### src/rtl/decoder_1bit_pkg.sv
// Shared constants and the reference one-hot decode for the 1-to-2 line decoder.
package decoder_1bit_pkg;

    localparam logic SEL_LINE0 = 1'b0;
    localparam logic SEL_LINE1 = 1'b1;

    // Returns {out2, out1}; a two-state argument always yields a one-hot result.
    function automatic logic [1:0] decode1(input bit s);
        return {s == SEL_LINE1, s == SEL_LINE0};
    endfunction

endpackage

### src/rtl/decoder_1bit_toggle_cnt.sv
// Saturating counter of select-bit changes, seen as differences against a one-cycle-old copy.
module decoder_1bit_toggle_cnt #(
    parameter int CNT_W = 8
) (
    input  logic             clk,
    input  logic             rst_n,
    input  logic             in,
    output logic [CNT_W-1:0] cnt
);

    localparam logic [CNT_W-1:0] CNT_MAX = {CNT_W{1'b1}};

    logic in_q;

    // NOTE: state updates use non-blocking assignments so every flop samples pre-edge values.
    always_ff @(posedge clk or negedge rst_n) begin
        if (!rst_n) begin
            in_q <= 1'b0;
            cnt  <= '0;
        end else begin
            in_q <= in;
            if ((in != in_q) && (cnt != CNT_MAX)) begin
                cnt <= cnt + CNT_W'(1);
            end
        end
    end

endmodule

### src/rtl/decoder_1bit.sv
// 1-to-2 line decoder with a select-toggle counter.
// Define DECODER_1BIT_REG_OUT_EN to register out1/out2 (one cycle of latency, reset to all-zero).
module decoder_1bit
    import decoder_1bit_pkg::*;
#(
    parameter int CNT_W = 8
) (
    input  logic             clk,
    input  logic             rst_n,
    input  logic             in,
    output logic             out1,
    output logic             out2,
    output logic [CNT_W-1:0] toggle_cnt
);

    // Equality against the line constants keeps an X/Z select visible on both outputs.
`ifdef DECODER_1BIT_REG_OUT_EN
    always_ff @(posedge clk or negedge rst_n) begin
        if (!rst_n) begin
            out1 <= 1'b0;
            out2 <= 1'b0;
        end else begin
            out1 <= (in == SEL_LINE0);
            out2 <= (in == SEL_LINE1);
        end
    end
`else
    assign out1 = (in == SEL_LINE0);
    assign out2 = (in == SEL_LINE1);
`endif

    decoder_1bit_toggle_cnt #(
        .CNT_W (CNT_W)
    ) u_toggle_cnt (
        .clk   (clk),
        .rst_n (rst_n),
        .in    (in),
        .cnt   (toggle_cnt)
    );

endmodule

### config.mk
export PLATFORM = sky130hd
export DESIGN_NAME = decoder_1bit
export DESIGN_NICKNAME = d
export VERILOG_FILES = /design/src/rtl/decoder_1bit_pkg.sv /design/src/rtl/decoder_1bit_toggle_cnt.sv /design/src/rtl/decoder_1bit.sv
export SDC_FILE = /design/constraint.sdc
export NUM_CORES = 1
export LEC_CHECK = 0
export BUFFER_PORTS_ARGS = -buffer_cell sky130_fd_sc_hd__buf_2
export CORE_AREA = 2 2 39 41
export CTS_BUF_LIST = sky130_fd_sc_hd__clkbuf_16
export CTS_CLUSTER_SIZE = 16
export DETAILED_ROUTE_END_ITERATION = 16
export DIE_AREA = 0 0 41 43
export SYNTH_ARGS = -nofsm -noshare
export SYNTH_HDL_FRONTEND = slang
export SYNTH_SLANG_ARGS = --single-unit
export TNS_END_PERCENT = 10
### constraint.sdc
create_clock -name clk -period 1.2 [get_ports clk]
set_input_delay 0 -clock clk [delete_from_list [all_inputs] [get_ports clk]]
set_output_delay 0 -clock clk [all_outputs]
set_load 0.03 [all_outputs]
* Word level (Yosys, flattened, before mapping)
Cells that the tools add are included.
Operators by class: add/sub/neg operators 1, eq/ne operators 2, bitwise operators 1, reduce and logical (&&, ||, !) cells 1
Operators with widths (count):
- adder 8 x 1 -> 8 bit, second input constant | 1
- inequality test 8 bit, second input constant | 1
- logical AND 1 bit | 1
- inequality test 1 bit | 1
- inverter 1 bit | 1
Word-level totals: flip-flop bits (word level) 9, input port bits 3, output and inout bits 10

* Depth between registers and ports, before layout
depth after elaboration 2, gate-level depth with buffers 4

* By module
Synthesis repeated with hierarchy kept, for this count alone.
Second synthesis, totals: cell total of the unflattened synthesis 37, area total of the unflattened synthesis 456.7 um^2
Modules (own cells, without submodules):
- decoder_1bit_toggle_cnt | times used 1, cells each 35, area each 445.4 um^2
- decoder_1bit | times used 1, cells each 2, area each 11.3 um^2

* Worst setup path before layout
OpenSTA, ideal clock, no wires.
kind reg2reg, from register u_toggle_cnt.cnt[3], to register u_toggle_cnt.cnt[1], data arrival time 1.454 ns, required time 1.072 ns, setup slack -0.382 ns, cell stages (with the launch flop) 5, buffers on the path 0, path through dfrtp_1 and3_1 nand3_1 o21ai_1 mux2_1
On the way: word-level cells in the longest chain between the ends 2
Ends and longest elaborated chain:
- from (decl) | line decoder_1bit_toggle_cnt.sv:8 | output logic [CNT_W-1:0] cnt
- from (signal assigned) | line decoder_1bit_toggle_cnt.sv:23 | cnt <= cnt + CNT_W'(1);
- inequality test 8 bit | line decoder_1bit_toggle_cnt.sv:22 | if ((in != in_q) && (cnt != CNT_MAX)) begin
- logical AND 1 bit | line decoder_1bit_toggle_cnt.sv:22
No other way between the ends. A chain may end at the register's enable or synchronous reset.

* Worst setup path in the final report
from register u_toggle_cnt.in_q, to register u_toggle_cnt.cnt[5]
On the way: word-level cells in the longest chain between the ends 2
Ends and longest elaborated chain:
- from (decl) | line decoder_1bit_toggle_cnt.sv:13 | logic in_q;
- from (signal assigned) | line decoder_1bit_toggle_cnt.sv:21 | in_q <= in;
- inequality test 1 bit | line decoder_1bit_toggle_cnt.sv:22
- logical AND 1 bit | line decoder_1bit_toggle_cnt.sv:22
No other way between the ends.

==> metrics.yaml <==
grt_first_pass_wirelength_mm: 1.883
clkPwrFrac_pct: 29.7
worst_pin_slew_ns: 0.2133
crit_path_end: "u_toggle_cnt.cnt[5]"
clock_latency_ns: 0.23
crit_type: "flop to flop"
drt_wl_total_mm: 1.126
pre_cts_slack_ns: -0.08440
core_area_um2: 1384
rows: 14
avgRoutedWirePerCell_um: 13.73
end_kind: "flop"
viasPerCell: 4.780
multi_input_area_um2: 236.5
cp.arrival_ns: 1.40
leakagePower_nw: 0.3553
syn2layout_area_growth_pct: 76.72
ys_ff_latch: 9
path_cells: "xor2_1 > and4_1 > nand3_1 > mux2_4"
drt_iter0_markers: 5
yosys-top-cells-count: "9 x dfrtp_1, 3 x nand2_1, 3 x o21ai_0"
grt_use_total_pct: 16.21
seq_area_frac_synth_pct: 53.73
max-slew-margin-rel_pct: 85.78
r2r-start: "u_toggle_cnt.in_q"
nFillCells: 134
r2r_setup_slack_ns: -0.09
syn-num-nets: 41
power_frac_comb_pct: 43.7
worstPathRequired_ns: 1.31
io_buffer_count: 12
p_sw_w: 0.0007101
crit_fanout: 2
layout-drive-gt1-share_pct: 60.61
netlist_instances: 37
register_area_um2: 231.5
p_int_w: 0.001251
synthArstFlopShare_pct: 100.0
grt_max_degree: 10
status: "finished, violations left"
cp_num_cells: 4
vias: 392
rr_endpoint: "u_toggle_cnt.cnt[5]"
critPathBufInv: 0
antenna_cells: 0
yosysTopAreaCellShare_pct: 53.73
grt-busiest-layer: "met2"
ys.flop_type: "dfrtp_1"
met2_usage_pct: 25.94
drc: 0
ys_types: 18
firstDrtPassIters: 4
skew_ns: 0.001077
r2r_cells: 4
sw_frac_of_total_pct: 36.21
gp_congestion: 0.7633
rsz0062_at_grt: "yes"
timing.final.crit_share_pct: 107.1
drv_slew: 0
ir_drop_mv: 1.113
crit_path_start: "u_toggle_cnt.in_q"
avgSynthCellArea_um2: 11.33
synth_area_leaders: "dfrtp_1 54%, mux2_1 5.4%, xnor2_1 4.2%"
yosysTopAreaCell: "dfrtp_1"
grt_pass1_vias: 426
synth_edf_count: 0
cp-start-kind: "flop"
ant_nets: 0
h-tree-depth: 1
final_nets: 71
power_density_nw_per_um2: 2648
worst_path_max_delay_cell: "dfrtp_1"
power_frac_seq_pct: 26.6
clk_pin_slew_ns: 0.04
fp.dieArea_um2: 1763
violations: "negative setup slack"
fmax_mhz: 777.8
dpl.hpwl_um: 716.1
cts.sinks: 9
root_buffer: "clkbuf_16"
drv_cap: 0
antenna_found_initial: 0
grt.overflow.total: 0
chipWidth_um: 41
period_needed_ns: 1.286
grtUsageMet1_pct: 18.54
hp-class: "input pin to asynchronous set/reset pin"
cts_buffer_depth: 2
synth_area_um2: 419.2
crit_path_max_incr_delay_ns: 0.37
yosysWarnings: 0
io_pins: 13
met3_usage_pct: 3.141
cts_tree: "yes"
initial_utilization_pct: 30.29
die_h_um: 43
finalHoldViolCount: 0
finalSetupViolCount: 5
synth_most_common_cell: "dfrtp_1"
cts-buffers-inserted: 3
crit_family: "flip-flops"
fin_ws_ns: -0.08560
power.total_w: 0.001961
==> power groups by stage <==
stage          combinational, W  clock [W]  sequential, W
2_1_floorplan          0.000207          0       0.000748
3_3_place_gp           0.000790          0       0.000517
3_5_place_dp           0.000791          0       0.000518
4_1_cts                0.000857   0.000586       0.000518
5_1_grt                0.000917   0.000603       0.000533
6_report               0.000856   0.000583       0.000522
==> worst reg2reg max path, delay by kind of cell (launching register included) <==
family	cells	cell delay, ns
mux	1	0.30
flops	1	0.37
xor+xnor	1	0.15
simple gates	2	0.34
==> placed cells by master (no fill, tap or decap), drive strengths merged <==
master and n:
nand3 2, clkbuf 3, nand2b 1, o21ai 5, nand4 1, xor2 2, dlygate4sd3 2, inv 2
a31oi 2, and3 2, xnor2 2, mux2 3, dfrtp 9, nand2 3, nor3 1, ha 1
and4 1, buf 24
==> layout make-up <==
type                            count  area share [%]
Sequential cell                     9           31.25
Clock inverter                      1          0.5068
Clock buffer                        3           10.14
Multi-Input combinational cell     26           31.93
Timing Repair Buffer               26           22.97
Tap cell                           16           2.703
Inverter                            1          0.5068
==> cells by family (layout without fill, tap and decap cells) <==
group	count (synthesis)	in the layout	share of synthesized area, %
AO/OA/AOI/OAI	7	7	8.954
XOR/XNOR	4	4	8.360
adder cells (fa/ha/maj)	1	1	2.985
buffers and inverters	2	31	2.686
flip-flops	9	9	53.73
multiplexers	3	3	8.954
AND/OR/NAND/NOR	11	11	14.33
==> routing by layer <==
layer	routed length, µm	vias to the layer above
li1	-	190
met5	0	-
met3	46	2
met2	572	10
met4	13	0
met1	494	190
==> sequential cells by signal, indices dropped and copies added (netlist names) <==
signal	cells
u_toggle_cnt.cnt	8
u_toggle_cnt.in_q	1
==> through the flow <==
stage	instance area, µm²	utilization [%]	cells	setup TNS, ns	hold slack [ns]
6_report	740.7	53.53	82	-0.3202	0.1491
5_1_grt	740.7	53.53	82	-0.7061	0.2062
4_1_cts	740.7	53.53	82	-0.2552	0.1615
3_5_place_dp	606.8	43.85	75	-0.2764	-0.1329
3_3_place_gp	606.8	43.85	75	-0.1243	-0.1326
2_1_floorplan	451.7	-	37	-0.5432	-0.2956
==> what timing repair did <==
item	4_1_cts	5_1_grt
pin swaps	4	2
endpoints found under the setup margin	6	8
hold endpoints to repair	10	0
gates resized for setup	5	1
setup buffers	1	0
hold buffers	2	0
==> worst min-delay path by stage <==
stage          slack (ns)  start                   to
5_1_grt              0.21  rst_n  u_toggle_cnt.cnt[2]
3_3_place_gp        -0.13  rst_n  u_toggle_cnt.cnt[7]
3_5_place_dp        -0.13  rst_n  u_toggle_cnt.cnt[7]
2_1_floorplan       -0.30  rst_n  u_toggle_cnt.cnt[0]
4_1_cts              0.16  rst_n  u_toggle_cnt.cnt[7]
6_report             0.15  rst_n  u_toggle_cnt.cnt[2]
Power figures use the tool's default switching activity.
